==> config.mk <==
export PLATFORM = sky130hd
export DESIGN_NAME = led_matrix_scan_driver_flat
export DESIGN_NICKNAME = d
export VERILOG_FILES = /design/src/rtl/led_matrix_scan_driver_if.sv /design/src/rtl/led_matrix_scan_driver.sv /design/src/flat_wrapper.sv
export SDC_FILE = /design/constraint.sdc
export NUM_CORES = 1
export LEC_CHECK = 0
export CAP_MARGIN = 20
export CORE_UTILIZATION = 45
export DETAILED_ROUTE_END_ITERATION = 7
export GPL_TIMING_DRIVEN = 0
export PLACE_DENSITY = 0.84
export REMOVE_ABC_BUFFERS = 1
export SYNTH_ARGS = -nofsm -noshare
export SYNTH_HDL_FRONTEND = slang
export SYNTH_SLANG_ARGS = --single-unit
==> constraint.sdc <==
create_clock -name clk -period 1.7 [get_ports clk]
set_clock_uncertainty 0.2 [all_clocks]
set_input_delay 0.17 -clock clk [delete_from_list [all_inputs] [get_ports clk]]
set_output_delay 0.17 -clock clk [all_outputs]
set_load 0.01 [all_outputs]
==> src/rtl/led_matrix_scan_driver_if.sv <==
// Board-to-LED-matrix bundle: board rows and game state in, row/column drive out.
// master = board source / observer side, slave = scan driver side.
interface led_matrix_scan_driver_if;
  logic [0:7][7:0] frame_in;
  logic            game_state;
  logic [7:0]      row_sel;
  logic [7:0]      col_data;
  logic            frame_start;

  modport master (
    output frame_in,
    output game_state,
    input  row_sel,
    input  col_data,
    input  frame_start
  );

  modport slave (
    input  frame_in,
    input  game_state,
    output row_sel,
    output col_data,
    output frame_start
  );
endinterface

==> src/rtl/led_matrix_scan_driver.sv <==
// Row-scanned 8x8 LED driver with a snapshot buffer and blanking gaps.
// Ports: clk, reset (sync, active high), bus (slave): frame_in, game_state
// in; row_sel, col_data, frame_start out. Macro GAMEOVER_BLINK_EN adds
// game-over blinking every BLINK_FRAMES frames.
module led_matrix_scan_driver #(
  parameter int DWELL_CYCLES = 4,
  parameter int BLANK_CYCLES = 1,
  parameter int BLINK_FRAMES = 8
) (
  input logic clk,
  input logic reset,
  led_matrix_scan_driver_if.slave bus
);

  localparam int MAXC = (DWELL_CYCLES > BLANK_CYCLES) ?
                        DWELL_CYCLES : BLANK_CYCLES;
  localparam int CW = $clog2(MAXC + 1);

  localparam logic [1:0] S_LATCH = 2'd0;
  localparam logic [1:0] S_BLANK = 2'd1;
  localparam logic [1:0] S_DRIVE = 2'd2;

  // With no blanking the gap state collapses straight into DRIVE.
  localparam logic [1:0] S_GAP =
    (BLANK_CYCLES > 0) ? S_BLANK : S_DRIVE;

  localparam logic [CW-1:0] DWELL_LAST = CW'(DWELL_CYCLES - 1);
  localparam logic [CW-1:0] BLANK_LAST =
    CW'((BLANK_CYCLES > 0) ? BLANK_CYCLES - 1 : 0);

  logic [1:0]      state;
  logic [1:0]      state_nx;
  logic            adv;
  logic [CW-1:0]   cnt;
  logic [2:0]      row;
  logic [0:7][7:0] shadow;
  logic            show;
  logic [7:0]      row_sel_q;
  logic [7:0]      col_data_q;
  logic            frame_start_q;

  assign bus.row_sel     = row_sel_q;
  assign bus.col_data    = col_data_q;
  assign bus.frame_start = frame_start_q;

  // adv marks the last cycle of the current state; DRIVE->DRIVE between
  // rows (no blanking) is still a fresh entry, so the counter restarts.
  always_comb begin
    adv      = 1'b0;
    state_nx = state;
    unique case (state)
      S_LATCH: begin
        adv      = 1'b1;
        state_nx = S_GAP;
      end
      S_BLANK: begin
        adv = (cnt == BLANK_LAST);
        if (adv) state_nx = S_DRIVE;
      end
      S_DRIVE: begin
        adv = (cnt == DWELL_LAST);
        if (adv) state_nx = (row == 3'd7) ? S_LATCH : S_GAP;
      end
      default: begin
        adv      = 1'b1;
        state_nx = S_LATCH;
      end
    endcase
  end

  // Outputs are registered from the state being processed at each edge,
  // so they change on the same edges as the visible scan sequence.
  always_ff @(posedge clk) begin
    if (reset) begin
      state         <= S_LATCH;
      cnt           <= '0;
      row           <= 3'd0;
      shadow        <= '0;
      row_sel_q     <= 8'h00;
      col_data_q    <= 8'h00;
      frame_start_q <= 1'b0;
    end else begin
      state         <= state_nx;
      cnt           <= adv ? '0 : cnt + 1'b1;
      frame_start_q <= (state == S_LATCH);
      row_sel_q     <= 8'h00;
      col_data_q    <= 8'h00;
      unique case (1'b1)
        (state == S_LATCH): begin
          shadow <= bus.frame_in;
          row    <= 3'd0;
        end
        (state == S_DRIVE): begin
          row_sel_q  <= 8'b1 << row;
          col_data_q <= show ? shadow[row] : 8'h00;
          if (adv && row != 3'd7) row <= row + 3'd1;
        end
        default: ;
      endcase
    end
  end

`ifdef GAMEOVER_BLINK_EN
  localparam int BW = $clog2(BLINK_FRAMES + 1);

  logic [BW-1:0] bcnt;
  logic          phase_on;

  // bcnt counts game-over frames already shown in the current phase;
  // the phase flips when a frame would exceed BLINK_FRAMES.
  always_ff @(posedge clk) begin
    if (reset) begin
      bcnt     <= '0;
      phase_on <= 1'b1;
    end else if (state == S_LATCH) begin
      if (bus.game_state) begin
        bcnt     <= '0;
        phase_on <= 1'b1;
      end else if (bcnt == BW'(BLINK_FRAMES)) begin
        bcnt     <= BW'(1);
        phase_on <= ~phase_on;
      end else begin
        bcnt <= bcnt + 1'b1;
      end
    end
  end

  assign show = phase_on;
`else
  localparam int unused_blink = BLINK_FRAMES;
  logic unused_gs;
  assign unused_gs = bus.game_state;
  assign show      = 1'b1;
`endif

endmodule

==> src/flat_wrapper.sv <==
// flat-port wrapper written by rule: the top's interface ports become plain ports
module led_matrix_scan_driver_flat 
#(
  parameter int DWELL_CYCLES = 4,
  parameter int BLANK_CYCLES = 1,
  parameter int BLINK_FRAMES = 8
)
  (clk, reset, bus_frame_in, bus_game_state, bus_row_sel, bus_col_data, bus_frame_start);
  led_matrix_scan_driver_if bus_i ();
  input logic clk;
  input logic reset;
  input wire logic [$bits(bus_i.frame_in)-1:0] bus_frame_in;
  input wire logic [$bits(bus_i.game_state)-1:0] bus_game_state;
  output wire logic [$bits(bus_i.row_sel)-1:0] bus_row_sel;
  output wire logic [$bits(bus_i.col_data)-1:0] bus_col_data;
  output wire logic [$bits(bus_i.frame_start)-1:0] bus_frame_start;
  assign bus_i.frame_in = bus_frame_in;
  assign bus_i.game_state = bus_game_state;
  assign bus_row_sel = bus_i.row_sel;
  assign bus_col_data = bus_i.col_data;
  assign bus_frame_start = bus_i.frame_start;
  led_matrix_scan_driver #(.DWELL_CYCLES(DWELL_CYCLES), .BLANK_CYCLES(BLANK_CYCLES), .BLINK_FRAMES(BLINK_FRAMES)) u_core (.clk(clk), .reset(reset), .bus(bus_i));
endmodule
==> results.toml <==
[synth]
ys_ff_latch = 89
avgSynthCellArea_um2 = 11.3
synth_area_leaders = "dfxtp_1 49%, mux2i_1 18%, nor2_1 7.3%, mux4_1 6.5%, ha_1 4.4%"
synth-compound-area-share = 0.0301
synth_xor_area_frac = 0
synth-simple-area-share = 0.107
synthCells = 323
synth-edff-count = 0
synthFlopType = "dfxtp_1"
synth_top_family_by_area = "multiplexers"
ys_types = 24
muxShareOfSynthArea = 0.288
synth_area_um2 = 3660
yosysTopAreaCell = "dfxtp_1"
yosys_warnings = 0
synth_seq_area_share = 0.487
synth-adder-area-share = 0.0444
synth.top_cell.area_share = 0.487
async_flop_share = 0

[final_layout]
layout_common_cells = "86 x dfxtp_1, 81 x clkdlybuf4s50_1, 71 x nor2_1, 66 x mux2i_1, 11 x mux4_2"
drive_above_1_share = 0.137
layout.cells.most_common = "dfxtp_1"
fillers = 610
area_growth_pct = 36.4
seq_area_um2 = 1790
multiInputGateArea_um2 = 1820
nets = 490
antennaDiodeCount = 0
stdcell_area_um2 = 4990

[power]
p_seq_frac = 0.399
finalPower_mw = 6.89
p_leak_nw = 2.18
ir_worst_vdd_v = 0.000579
power.density_nw_per_um2 = 1380
p_comb_frac = 0.396
power_switching_mw = 2.17
power_frac_clock = 0.205
p_int_mw = 4.72
power_switching_share = 0.315

[timing]
fmax_mhz = 595
max-slew-margin-rel = 0.635
period_minus_slack_ns = 1.68
worst_slew_pin_slew_ns = 0.547
drv_slew = 0
fin_crit_sh = 0.989
totalNegativeSetupSlack_ns = 0
setup_viol = 0
hold_viol = 0
rsz0062_at_grt = "true"

[placed_design]
hpwl_um = 5060
dpl_cell_area_um2 = 4570
routabilityCongestion = 0.757
port_buffers = 82

[global_route]
grt_pass1_vias = 2757
antenna_found_initial = 0
grt_pass1_wl_um = 13100
gr-total-overflow = 0
grt.total_usage = 0.199
grt_max_degree = 46

[clocking]
cts_num_sinks = 89
clk_pin_slew_ns = 0.08
cts_max_path_buffers = 2
tritoncts = "done"
cts_root_buf = "clkbuf_8"
worstSkewPairLatency_ns = 0.33
htreeDepth = 3
cts_buffers = 9

[floorplan]
ios = 84
rows = 32
die_y_um = 92.2
die_x_um = 92.2
die-area_um2 = 8500
start_util = 0.469
fp.coreArea_um2 = 7810

[critical_path]
path_cells = "buf_16 > ha_4 > ha_4 > nand2b_4 > a31oi_4 > nand3b_1 > o21ai_1"
critPathMaxFanout = 8
slowest_delay_ns = 0.37
crit_type = "flip-flop to flip-flop"
cp_slowest_cell = "dfxtp_4"
required_ns = 1.76
endpoint_kind = "flip-flop"
arrival_ns = 1.74
start_kind = "flip-flop"
crit_top_cell = "ha_4"

[route]
final_antenna_net_count = 0
avgRoutedWirePerCell_um = 15.0
num_vias = 2638
drc = 0
viasPerCell = 5.10
drt-total-wl_um = 7780
drtPass1Iterations = 4
drt_iter0_markers = 72

[flow_run]
cap_violations = 0

[run_status]
status = "finished clean"

[hold_path]
min_path_type = "primary input to flip-flop"
## metrics by stage
| step | instances | util | hold slack [ns] | setup slack, ns |
|---|---|---|---|---|
| floorplan | 301 | - | 0.0367 | -1.76 |
| global placement | 485 | 0.575 | 0.230 | -2.77 |
| CTS | 514 | 0.631 | 0.0896 | -0.0172 |
| detailed placement | 488 | 0.586 | 0.247 | -0.526 |
| global route | 517 | 0.640 | 0.117 | -0.0646 |
| finish | 517 | 0.640 | 0.0995 | 0.0193 |
## final timing paths
check / start / to / slack [ns] / depth (start not counted)
min: reset / u_core.shadow[18] / 0.1 / 2
max reg2reg: u_core.row[0] / u_core.row[1] / 0.02 / 7
min reg2reg: u_core.cnt[0] / u_core.cnt[0] / 0.26 / 1
max: u_core.row[0] / u_core.row[1] / 0.02 / 7
## worst max-delay path, delay by kind of cell, from the launching register on
| kind | cells | cell delay [ns] |
|---|---|---|
| adder cells (fa/ha/maj) | 2 | 0.32 |
| AO/OA/AOI/OAI | 2 | 0.30 |
| flip-flops | 1 | 0.37 |
| buffers and inverters | 1 | 0.15 |
| AND/OR/NAND/NOR | 2 | 0.27 |
## synth_stat cells (2+ instances only)
library cell and count:
nand3b_1 3, mux2i_1 66, nor2_1 71, and2_1 8, a21oi_1 2, nand2b_1 2
clkbuf_1 9, o21ai_0 3, buf_2 10, dfxtp_1 89, nand2_1 5, ha_1 13
inv_1 10, a22o_1 8, mux4_2 7, mux4_1 9
## logic make-up (layout without fill, tap and decap cells)
group,after synthesis,count (layout)
compound gates,15,15
fa+ha+maj,13,13
buf+inv,32,124
flops,89,89
mux,82,82
simple gates,92,92
## power by group through the flow
stage               Clock, mW  Sequential, mW  Combinational, mW
floorplan                   0            2.59               1.27
global placement            0            2.55               1.39
detailed placement          0            2.80               2.35
CTS                      1.45            2.74               2.64
global route             1.53            2.80               2.97
finish                   1.41            2.75               2.73
## registers in the layout, indices dropped and copies added, names as in the netlist
| register | count |
|---|---|
| u_core.bus.col_data | 8 |
| u_core.row | 3 |
| u_core.shadow | 64 |
| u_core.cnt | 3 |
| u_core.state | 2 |
| u_core.bus.row_sel | 8 |
| u_core.bus.frame_start | 1 |
## metal layers
| metal | vias up | track usage | wire length (µm) |
|---|---|---|---|
| met1 | 1273 | 0.233 | 3290 |
| met3 | 12 | 0.0398 | 341 |
| li1 | 1287 | - | - |
| met4 | 0 | 0.0755 | 126 |
| met5 | - | 0 | 0 |
| met2 | 66 | 0.356 | 4020 |
## final cells by class
type / instances / share of cell area
flip-flops and latches: 89 / 0.359
clock buffers: 11 / 0.0283
clock inverters: 5 / 0.0110
repair buffers: 98 / 0.204
inverters: 10 / 0.00802
well taps: 102 / 0.0256
multi-input cells: 202 / 0.364
## timing repair
item,in CTS,in global routing
gates resized for setup,14,13
pin swaps,2,2
setup buffers,10,3
hold buffers,0,0
setup endpoints to repair,56,18
No activity file was read; power rests on OpenSTA's default activity.
